**src/rtl/l2_line_burst_responder_if.sv**
```systemverilog
// Bundle between the L1 arbiter and memory on one side and the L2 line burst responder on the other.
// The slave modport is the responder; the master modport is the requester/memory side.
interface l2_line_burst_responder_if #(
   parameter int LINE_BITS = 256,
   parameter int BEAT_BITS = 64,
   parameter int ADDR_BITS = 32
);
   localparam int REQ_BITS = ADDR_BITS + 2 + LINE_BITS;

   logic [REQ_BITS-1:0]  req_i;
   logic [LINE_BITS:0]   fb_o;
   logic [ADDR_BITS-1:0] address_o;
   logic                 read_o;
   logic                 write_o;
   logic [BEAT_BITS-1:0] burst_o;
   logic [BEAT_BITS-1:0] burst_i;
   logic                 resp_i;

   modport slave (
      input  req_i, burst_i, resp_i,
      output fb_o, address_o, read_o, write_o, burst_o
   );

   modport master (
      output req_i, burst_i, resp_i,
      input  fb_o, address_o, read_o, write_o, burst_o
   );
endinterface

```
**src/rtl/l2_line_burst_responder.sv**
```systemverilog
// Accepts one cacheline request at a time and turns it into a BEATS-beat memory burst,
// returning the assembled read line or a write acknowledge as a one-cycle mem_resp.
module l2_line_burst_responder #(
   parameter int LINE_BITS = 256,
   parameter int BEAT_BITS = 64,
   parameter int ADDR_BITS = 32
) (
   input  logic                      clk,
   input  logic                      rst_n,
   l2_line_burst_responder_if.slave  bus
);
   localparam int BEATS      = LINE_BITS / BEAT_BITS;
   localparam int CNT_W      = (BEATS > 1) ? $clog2(BEATS) : 1;
   localparam int LINE_ALIGN = $clog2(LINE_BITS / 8);
   localparam int REQ_BITS   = ADDR_BITS + 2 + LINE_BITS;
   localparam logic [CNT_W-1:0] LAST_BEAT = CNT_W'(BEATS - 1);

   typedef enum logic [1:0] {IDLE, READ, WRITE, DONE} state_t;

   state_t               state;
   state_t               state_nxt;
   logic [CNT_W-1:0]     count;
   logic                 idle_hold;
   logic [ADDR_BITS-1:0] address;
   logic [LINE_BITS-1:0] line;
   logic [LINE_BITS-1:0] line_fill;
   logic [LINE_BITS-1:0] rdata;
   int                   beat_base;

   logic [ADDR_BITS-1:0] mem_addr;
   logic                 mem_read;
   logic                 mem_write;
   logic [LINE_BITS-1:0] mem_wdata;
   logic                 unused_addr_bits;

   logic                 accept;
   logic                 beat_take;
   logic                 last_take;

   assign mem_addr         = bus.req_i[REQ_BITS-1 -: ADDR_BITS];
   assign mem_read         = bus.req_i[LINE_BITS+1];
   assign mem_write        = bus.req_i[LINE_BITS];
   assign mem_wdata        = bus.req_i[LINE_BITS-1:0];
   assign unused_addr_bits = ^mem_addr[LINE_ALIGN-1:0];
   assign beat_base        = int'(count) * BEAT_BITS;

   // idle_hold blocks the first IDLE cycle after DONE so a still-held request is not re-accepted.
   always_comb begin
      state_nxt = state;
      accept    = 1'b0;
      beat_take = 1'b0;
      last_take = 1'b0;
      case (state)
         IDLE: begin
            if (!idle_hold && (mem_read || mem_write)) begin
               accept    = 1'b1;
               state_nxt = mem_write ? WRITE : READ;
            end
         end
         READ, WRITE: begin
            if (bus.resp_i) begin
               beat_take = 1'b1;
               if (count == LAST_BEAT) begin
                  last_take = 1'b1;
                  state_nxt = DONE;
               end
            end
         end
         DONE:    state_nxt = IDLE;
         default: state_nxt = IDLE;
      endcase
   end

   always_comb begin
      line_fill = line;
      line_fill[beat_base +: BEAT_BITS] = bus.burst_i;
   end

   always_ff @(posedge clk or negedge rst_n) begin
      if (!rst_n) begin
         state     <= IDLE;
         count     <= '0;
         idle_hold <= 1'b0;
      end else begin
         state     <= state_nxt;
         idle_hold <= (state == DONE);
         if (accept) begin
            count <= '0;
         end else if (beat_take) begin
            count <= count + 1'b1;
         end
      end
   end

   // rdata only changes when a read burst completes, so it survives writes and partial reads.
   always_ff @(posedge clk or negedge rst_n) begin
      if (!rst_n) begin
         address <= '0;
         line    <= '0;
         rdata   <= '0;
      end else begin
         if (accept) begin
            address <= {mem_addr[ADDR_BITS-1:LINE_ALIGN], {LINE_ALIGN{1'b0}}};
            if (mem_write) begin
               line <= mem_wdata;
            end
         end
         if (beat_take && (state == READ)) begin
            line <= line_fill;
         end
         if (last_take && (state == READ)) begin
            rdata <= line_fill;
         end
      end
   end

   assign bus.address_o = address;
   assign bus.read_o    = (state == READ);
   assign bus.write_o   = (state == WRITE);
   assign bus.burst_o   = (state == WRITE) ? line[beat_base +: BEAT_BITS] : '0;
   assign bus.fb_o      = {(state == DONE), rdata};
endmodule
```
**src/flat_wrapper.sv**
```systemverilog
// flat-port wrapper written by rule: the top's interface ports become plain ports
module l2_line_burst_responder_flat 
#(
   parameter int LINE_BITS = 256,
   parameter int BEAT_BITS = 64,
   parameter int ADDR_BITS = 32
)
  (clk, rst_n, bus_req_i, bus_burst_i, bus_resp_i, bus_fb_o, bus_address_o, bus_read_o, bus_write_o, bus_burst_o);
  l2_line_burst_responder_if #(.LINE_BITS(LINE_BITS), .BEAT_BITS(BEAT_BITS), .ADDR_BITS(ADDR_BITS)) bus_i ();
  input  logic clk;
  input  logic rst_n;
  input wire logic [$bits(bus_i.req_i)-1:0] bus_req_i;
  input wire logic [$bits(bus_i.burst_i)-1:0] bus_burst_i;
  input wire logic [$bits(bus_i.resp_i)-1:0] bus_resp_i;
  output wire logic [$bits(bus_i.fb_o)-1:0] bus_fb_o;
  output wire logic [$bits(bus_i.address_o)-1:0] bus_address_o;
  output wire logic [$bits(bus_i.read_o)-1:0] bus_read_o;
  output wire logic [$bits(bus_i.write_o)-1:0] bus_write_o;
  output wire logic [$bits(bus_i.burst_o)-1:0] bus_burst_o;
  assign bus_i.req_i = bus_req_i;
  assign bus_i.burst_i = bus_burst_i;
  assign bus_i.resp_i = bus_resp_i;
  assign bus_fb_o = bus_i.fb_o;
  assign bus_address_o = bus_i.address_o;
  assign bus_read_o = bus_i.read_o;
  assign bus_write_o = bus_i.write_o;
  assign bus_burst_o = bus_i.burst_o;
  l2_line_burst_responder #(.LINE_BITS(LINE_BITS), .BEAT_BITS(BEAT_BITS), .ADDR_BITS(ADDR_BITS)) u_core (.clk(clk), .rst_n(rst_n), .bus(bus_i));
endmodule
```
**config.mk**
```make
export PLATFORM = sky130hd
export DESIGN_NAME = l2_line_burst_responder_flat
export DESIGN_NICKNAME = d
export VERILOG_FILES = /design/src/rtl/l2_line_burst_responder_if.sv /design/src/rtl/l2_line_burst_responder.sv /design/src/flat_wrapper.sv
export SDC_FILE = /design/constraint.sdc
export NUM_CORES = 1
export LEC_CHECK = 0
export ABC_AREA = 0
export BUFFER_PORTS_ARGS = -buffer_cell sky130_fd_sc_hd__buf_2
export CAP_MARGIN = 5
export CORE_AREA = 2 2 275 277
export DETAILED_ROUTE_END_ITERATION = 12
export DIE_AREA = 0 0 277 279
export PLACE_DENSITY = 0.65
export SLEW_MARGIN = 20
export SYNTH_ARGS = -nofsm -noshare
export SYNTH_HDL_FRONTEND = slang
export SYNTH_SLANG_ARGS = --single-unit
```
**constraint.sdc**
```tcl
create_clock -name clk -period 3.92 [get_ports clk]
set_clock_uncertainty 0.1 [all_clocks]
set_input_delay 0.392 -clock clk [delete_from_list [all_inputs] [get_ports clk]]
set_output_delay 0.392 -clock clk [all_outputs]
set_load 0.02 [all_outputs]
```
==> run summary, run 1 <==
unrepaired setup endpoints after global routing -> no
routed wl met2 -> 52820 um
CTS tree -> built
port bufs -> 701
Syn Inst Count -> 2364
Cell Pwr Density -> 763.7 nW/um2
most frequent cells in the layout -> buf_2, dfrtp_1, dlygate4sd3_1
Critical Path RT -> 4.38 ns
area of the multi-input gates -> 11520 um2
Max Used Layer -> met5
crit-path max cell delay -> 0.57 ns
share of cells above drive strength 1 -> 32.49%
largest net degree at the start of global routing -> 91
Max-Cap Viols -> 0
leading area contributor after synthesis -> dfrtp_1
GRT Overall Usage -> 28.04%
setup TNS -> 0 ns
Synth top area share -> 50.84%
first-pass GRT wire length -> 166500 um
Core ar. -> 74070 um2
Die H -> 279 um
Root Buffer -> clkbuf_16
clk sinks -> 544
Data arrival, critical path -> 3.86 ns
commonest non-fill, non-tap cell in the layout -> buf_2
Worst setup SP type -> flop
register bit total from synthesis -> 544
DR DRC count -> 0
status -> finished clean
min cycle time layout -> 3.391 ns
Warnings, synthesis -> 0
starting density of the core -> 36.15%
Die Width -> 277 um
Cell Area, Synth -> 26780 um2
Routed met1 length -> 41980 um
Final Hold Violating Endpoints -> 0
Seq/Total Area, Yosys -> 50.84%
latest clock arrival within the worst-skew pair -> 0.63 ns
final core utilization -> 48.86%
period utilisation layout -> 86.50%
Die Area -> 77280 um2
Area growth, synth to finish -> 35.16%
final setup vio count -> 0
hpwl dp -> 69530 um
crit path cell chain -> inv_1 -> ha_1 -> nand4_4 -> nor3_4 -> buf_4 -> a221o_1 -> dlygate4sd3_1
FF+latch area -> 13620 um2
Post-synth EDFFs -> 0
drt first pass iters -> 8
CTS Buf Count -> 61
Layout Nets -> 3612
Synth Flop Type -> dfrtp_1
Via density -> 6.006
total gr overflow -> 0
HP Class -> in -> reg
Inst Count DP -> 3833
ANT nets after route -> 0
fmax -> 294.9 MHz
setup ws final -> 0.5291 ns
H-tree depth -> 2
global placement routability congestion -> 0.8826
initial antenna violation count -> 6
CP Class -> reg -> reg
crit path capture type -> flop
slew margin rel. -> 31.62%
routed wire length -> 112100 um
num rows -> 100
Final Instance Count excl. Fillers -> 4270
DRT iter0 DRCs -> 3255
leak pwr -> 0.01789 uW
CP max FO -> 31
routed vias -> 25.65k
Final Max Tran Viols -> 0
peak supply drop -> 0.0004675 V
hold slack -> 0.03793 ns
FFs w/ async S/R, synth -> 100.0%
CTS max path bufs -> 3
DR WL/cell -> 26.26 um
WL met3 -> 11310 um
Fill cells -> 6608
Synth area leaders -> dfrtp_1, a221o_1, mux4_2
Worst-path clk slew -> 0.06 ns
pre-CTS WS -> 1.019 ns
transition time of the tightest slew-check pin -> 1.026 ns
Slowest cell on crit path -> nand4_4
Top Ports -> 712
synth unique cells -> 60
Mapped Avg Cell Area -> 11.33 um2
CTS resizes -> 0
vias in the first global route -> 26.11k
-- cell usage after synthesis, types with 11 or more instances --
cell and instances:
inv_1 16, a21oi_1 37, and2_1 65, nand2b_1 64
buf_4 22, nor3_1 11, nor2_1 284, nand2_1 94
nand3_1 105, mux4_2 64, a31oi_1 64, buf_6 47
a22o_1 24, o211a_1 24, and3_1 183, a221oi_1 45
dfrtp_1 544, clkbuf_1 133, a221oi_2 47, a221o_1 216
a32oi_1 36, o21ai_0 11, o211ai_1 19, mux2_2 27
buf_2 83
-- per-stage QoR --
stage                     total power [uW]  instance area, um2
final                                27640               36190
after global routing                 28780               36190
after CTS                            27490               36180
after detailed placement             21030               30900
after global placement               20820               30900
after floorplan                      16810               26790
-- power breakdown --
part	internal (uW)	switching [uW]	leakage, uW	total [uW]
clock network	3570	2480	0.00103	6050
logic	4920	7160	0.00986	12100
registers	7840	1670	0.00699	9510
-- critical path: cells and delay by family, from the launching register on --
family,cells,cell delay (ns)
compound gates,1,0.25
fa+ha+maj,1,0.52
buf+inv,3,1.15
flops,1,0.37
simple gates,2,0.90
-- final timing paths --
check                                  start                 to  slack [ns]  depth (start not counted)
max reg2reg                  u_core.state[0]   u_core.line[244]        0.53                          7
min in group asynchronous              rst_n  u_core.rdata[192]        0.30                          2
min reg2reg                u_core.rdata[192]  u_core.rdata[192]        0.36                          2
max in group asynchronous              rst_n   u_core.rdata[98]        2.35                          3
max                          u_core.state[0]   u_core.line[244]        0.53                          7
min                          bus_burst_i[24]  u_core.rdata[152]        0.04                          3
-- flip-flops by register name (all words and copies together), names as in the netlist --
signal / flops
u_core.line: 256
u_core.rdata: 256
u_core.bus.address_o: 27
u_core.count: 2
u_core.state: 2
u_core.idle_hold: 1
-- routing by layer --
metal	up-vias	global-route usage, %
li1	10740	-
met1	12660	35.27
met2	1844	44.77
met3	408	6.903
met4	2	14.81
met5	-	0
-- area by class of cell --
| class | instances | share of cell area, % |
|---|---|---|
| Antenna cell | 5 | 0.03457 |
| Tap cell | 969 | 3.350 |
| Sequential cell | 544 | 37.63 |
| Clock inverter | 28 | 0.9541 |
| Multi-Input combinational cell | 1516 | 31.84 |
| Timing Repair Buffer | 1105 | 21.16 |
| Clock buffer | 86 | 4.836 |
| Inverter | 17 | 0.1901 |
-- what timing repair did --
| item | CTS | global route |
|---|---|---|
| setup buffers | 0 | 0 |
| hold endpoints to repair | 435 | 0 |
| hold buffers | 318 | 0 |
-- cells by family after synthesis --
family	share of synthesized area [%]
AOI/OAI and AO/OA	19.61
xor gates and xnor gates	0.03271
adders and majority gates	0.4672
buffers and inverters	6.331
DFF	50.84
muxes	6.883
other	0.01400
and+or+nand+nor	15.83
No activity file was read; power rests on OpenSTA's default activity.
==> run 2, diff against run 1 <==
==> constraint.sdc (replaced) <==
create_clock -name clk -period 4.3 [get_ports clk]
set_clock_uncertainty 0.1 [all_clocks]
set_input_delay 0.43 -clock clk [delete_from_list [all_inputs] [get_ports clk]]
set_output_delay 0.43 -clock clk [all_outputs]
set_load 0.05 [all_outputs]
==> run 2 against run 1 <==
Effect of this change: die area stayed put; count of clock-buffer cells in the layout is 4 lower; sequential share of layout area is 1.3 points higher.
==> run summary, run 2 (synthesized netlist as in run 1, its figures left out) <==
crit-path max cell delay -> 0.66 ns (+0.09 ns)
Root Buffer -> clkbuf_16
Die Area -> 77280 um2 (unchanged)
final setup vio count -> 0 (unchanged)
share of cells above drive strength 1 -> 33.46% (+0.97 points)
most frequent cells in the layout -> buf_2, dfrtp_1, nor2_1
total gr overflow -> 0 (unchanged)
commonest non-fill, non-tap cell in the layout -> buf_2
largest net degree at the start of global routing -> 130 (+43%)
crit path capture type -> flop
pre-CTS WS -> 1.178 ns (+0.1585 ns)
HP Class -> in -> reg
first-pass GRT wire length -> 165500 um (-0.61%)
unrepaired setup endpoints after global routing -> no
RR Endpoint -> u_core.line[254]
vias in the first global route -> 25.38k (-2.8%)
r2r setup slk -> 0.86 ns (+0.33 ns)
Final Max Tran Viols -> 0 (unchanged)
ANT nets after route -> 0 (unchanged)
Area growth, synth to finish -> 30.54%
Max-Cap Viols -> 0 (unchanged)
min cycle time layout -> 3.445 ns (+0.05400 ns)
Worst setup SP type -> flop
Layout Nets -> 3486 (-3.5%)
period utilisation layout -> 80.11% (-6.4 points)
H-tree depth -> 2 (unchanged)
CTS Buf Count -> 60 (-1.6%)
setup TNS -> 0 ns (unchanged)
port bufs -> 701 (unchanged)
Final Instance Count excl. Fillers -> 4150 (-2.8%)
Worst-path clk slew -> 0.07 ns (about the same)
CTS max path bufs -> 3 (unchanged)
DRT iter0 DRCs -> 2725 (-16%)
slew margin rel. -> 22.54% (-9.1 points)
HP Start -> bus_burst_i[41]
Worst Hold Depth -> 3 (unchanged)
routed vias -> 25.22k (-1.7%)
global placement routability congestion -> 0.8796 (-0.34%)
Hold Path End -> u_core.rdata[233]
num rows -> 100 (unchanged)
hpwl dp -> 68350 um (-1.7%)
DR WL/cell -> 26.94 um (+2.6%)
# Post-CTS Setup Buffers -> 0 (unchanged)
Final Hold Violating Endpoints -> 0 (unchanged)
crit path cell chain -> inv_1 -> ha_1 -> nand4_4 -> nor3_4 -> buf_4 -> o2bb2ai_1 -> dlygate4sd3_1
CTS tree -> built
routed wire length -> 111800 um (-0.33%)
Cell Pwr Density -> 791.5 nW/um2 (+3.6%)
CP Class -> reg -> reg
peak supply drop -> 0.0005354 V (+15%)
DR DRC count -> 0 (unchanged)
CP max FO -> 31 (unchanged)
Via density -> 6.077 (+1.2%)
status -> finished clean
clk sinks -> 544 (unchanged)
transition time of the tightest slew-check pin -> 1.159 ns (+0.1334 ns)
R2R cell count -> 7 (unchanged)
Core ar. -> 74070 um2 (unchanged)
Data arrival, critical path -> 3.91 ns (+0.05 ns)
hold slack -> 0.03970 ns (+0.001770 ns)
grt met2 use -> 44.31% (-0.46 points)
Slowest cell on crit path -> nand4_4
final core utilization -> 47.19% (-1.7 points)
leak pwr -> 0.01735 uW (-3.0%)
GRT Overall Usage -> 28.04% (about the same)
Top Ports -> 712 (unchanged)
initial antenna violation count -> 15 (+9)
fmax -> 290.3 MHz (-1.6%)
GR Util met1 -> 36.14% (+0.87 points)
setup ws final -> 0.8551 ns (+0.3260 ns)
RR Startpoint -> u_core.state[0]
busiest grt layer -> met2
Die H -> 279 um (unchanged)
Inst Count DP -> 3822 (-0.29%)
Die Width -> 277 um (unchanged)
Critical Path RT -> 4.77 ns (+0.39 ns)
drt first pass iters -> 6 (-2)
starting density of the core -> 36.15% (unchanged)
met3 usage -> 6.435% (-0.47 points)
latest clock arrival within the worst-skew pair -> 0.62 ns (about the same)
run 2: through the flow:
step	total power, uW	instance area [um2]
2_1_floorplan	17890	26790
3_3_place_gp	21470	30730
3_5_place_dp	21680	30730
4_1_cts	27570	34920
5_1_grt	28740	34950
6_report	27670	34960
run 2: final cells by class:
class,count,area [um2]
well taps,969,1212
repair buffers,980,6349
inverters,17,68.82
clock inverters,29,422.9
diodes,13,32.53
multi-input cells,1516,11520
clock buffers,82,1725
fillers,6804,39120
flip-flops and latches,544,13620
run 2: how the worst max path moves through the flow:
| stage | from | endpoint | slack, ns |
|---|---|---|---|
| floorplan | u_core.count[1] | u_core.line[18] | 1.71 |
| global placement | u_core.count[1] | u_core.line[156] | 1.24 |
| detailed placement | u_core.count[1] | u_core.line[156] | 1.18 |
| CTS | u_core.state[0] | u_core.line[254] | 0.82 |
| global route | u_core.state[0] | u_core.line[254] | 0.62 |
| finish | u_core.state[0] | u_core.line[254] | 0.86 |
run 2: routing by layer:
layer	share of wire (%)	routed length, um
met1	38	42810
met2	46	51920
met3	10	11450
met4	5.0	5573
met5	0.024	27
run 2: repair_timing:
| action | 4_1_cts | 5_1_grt |
|---|---|---|
| setup endpoints to repair | 0 | 0 |
| hold endpoints to repair | 283 | 0 |
| resized for setup | 0 | 0 |
| hold buffers | 204 | 0 |
run 2: worst max-delay path: cells and delay by family, from the launching register on:
kind                       cells  cell delay [ns]
buffers and inverters          3             1.19
and+or+nand+nor                2             1.01
DFF                            1             0.37
AOI/OAI and AO/OA              1             0.17
adders and majority gates      1             0.51
run 2: where the power goes:
group	internal, uW	total (uW)	switching (uW)
Clock	3400	5680	2280
Sequential	7150	8680	1530
Combinational	4230	13300	9070
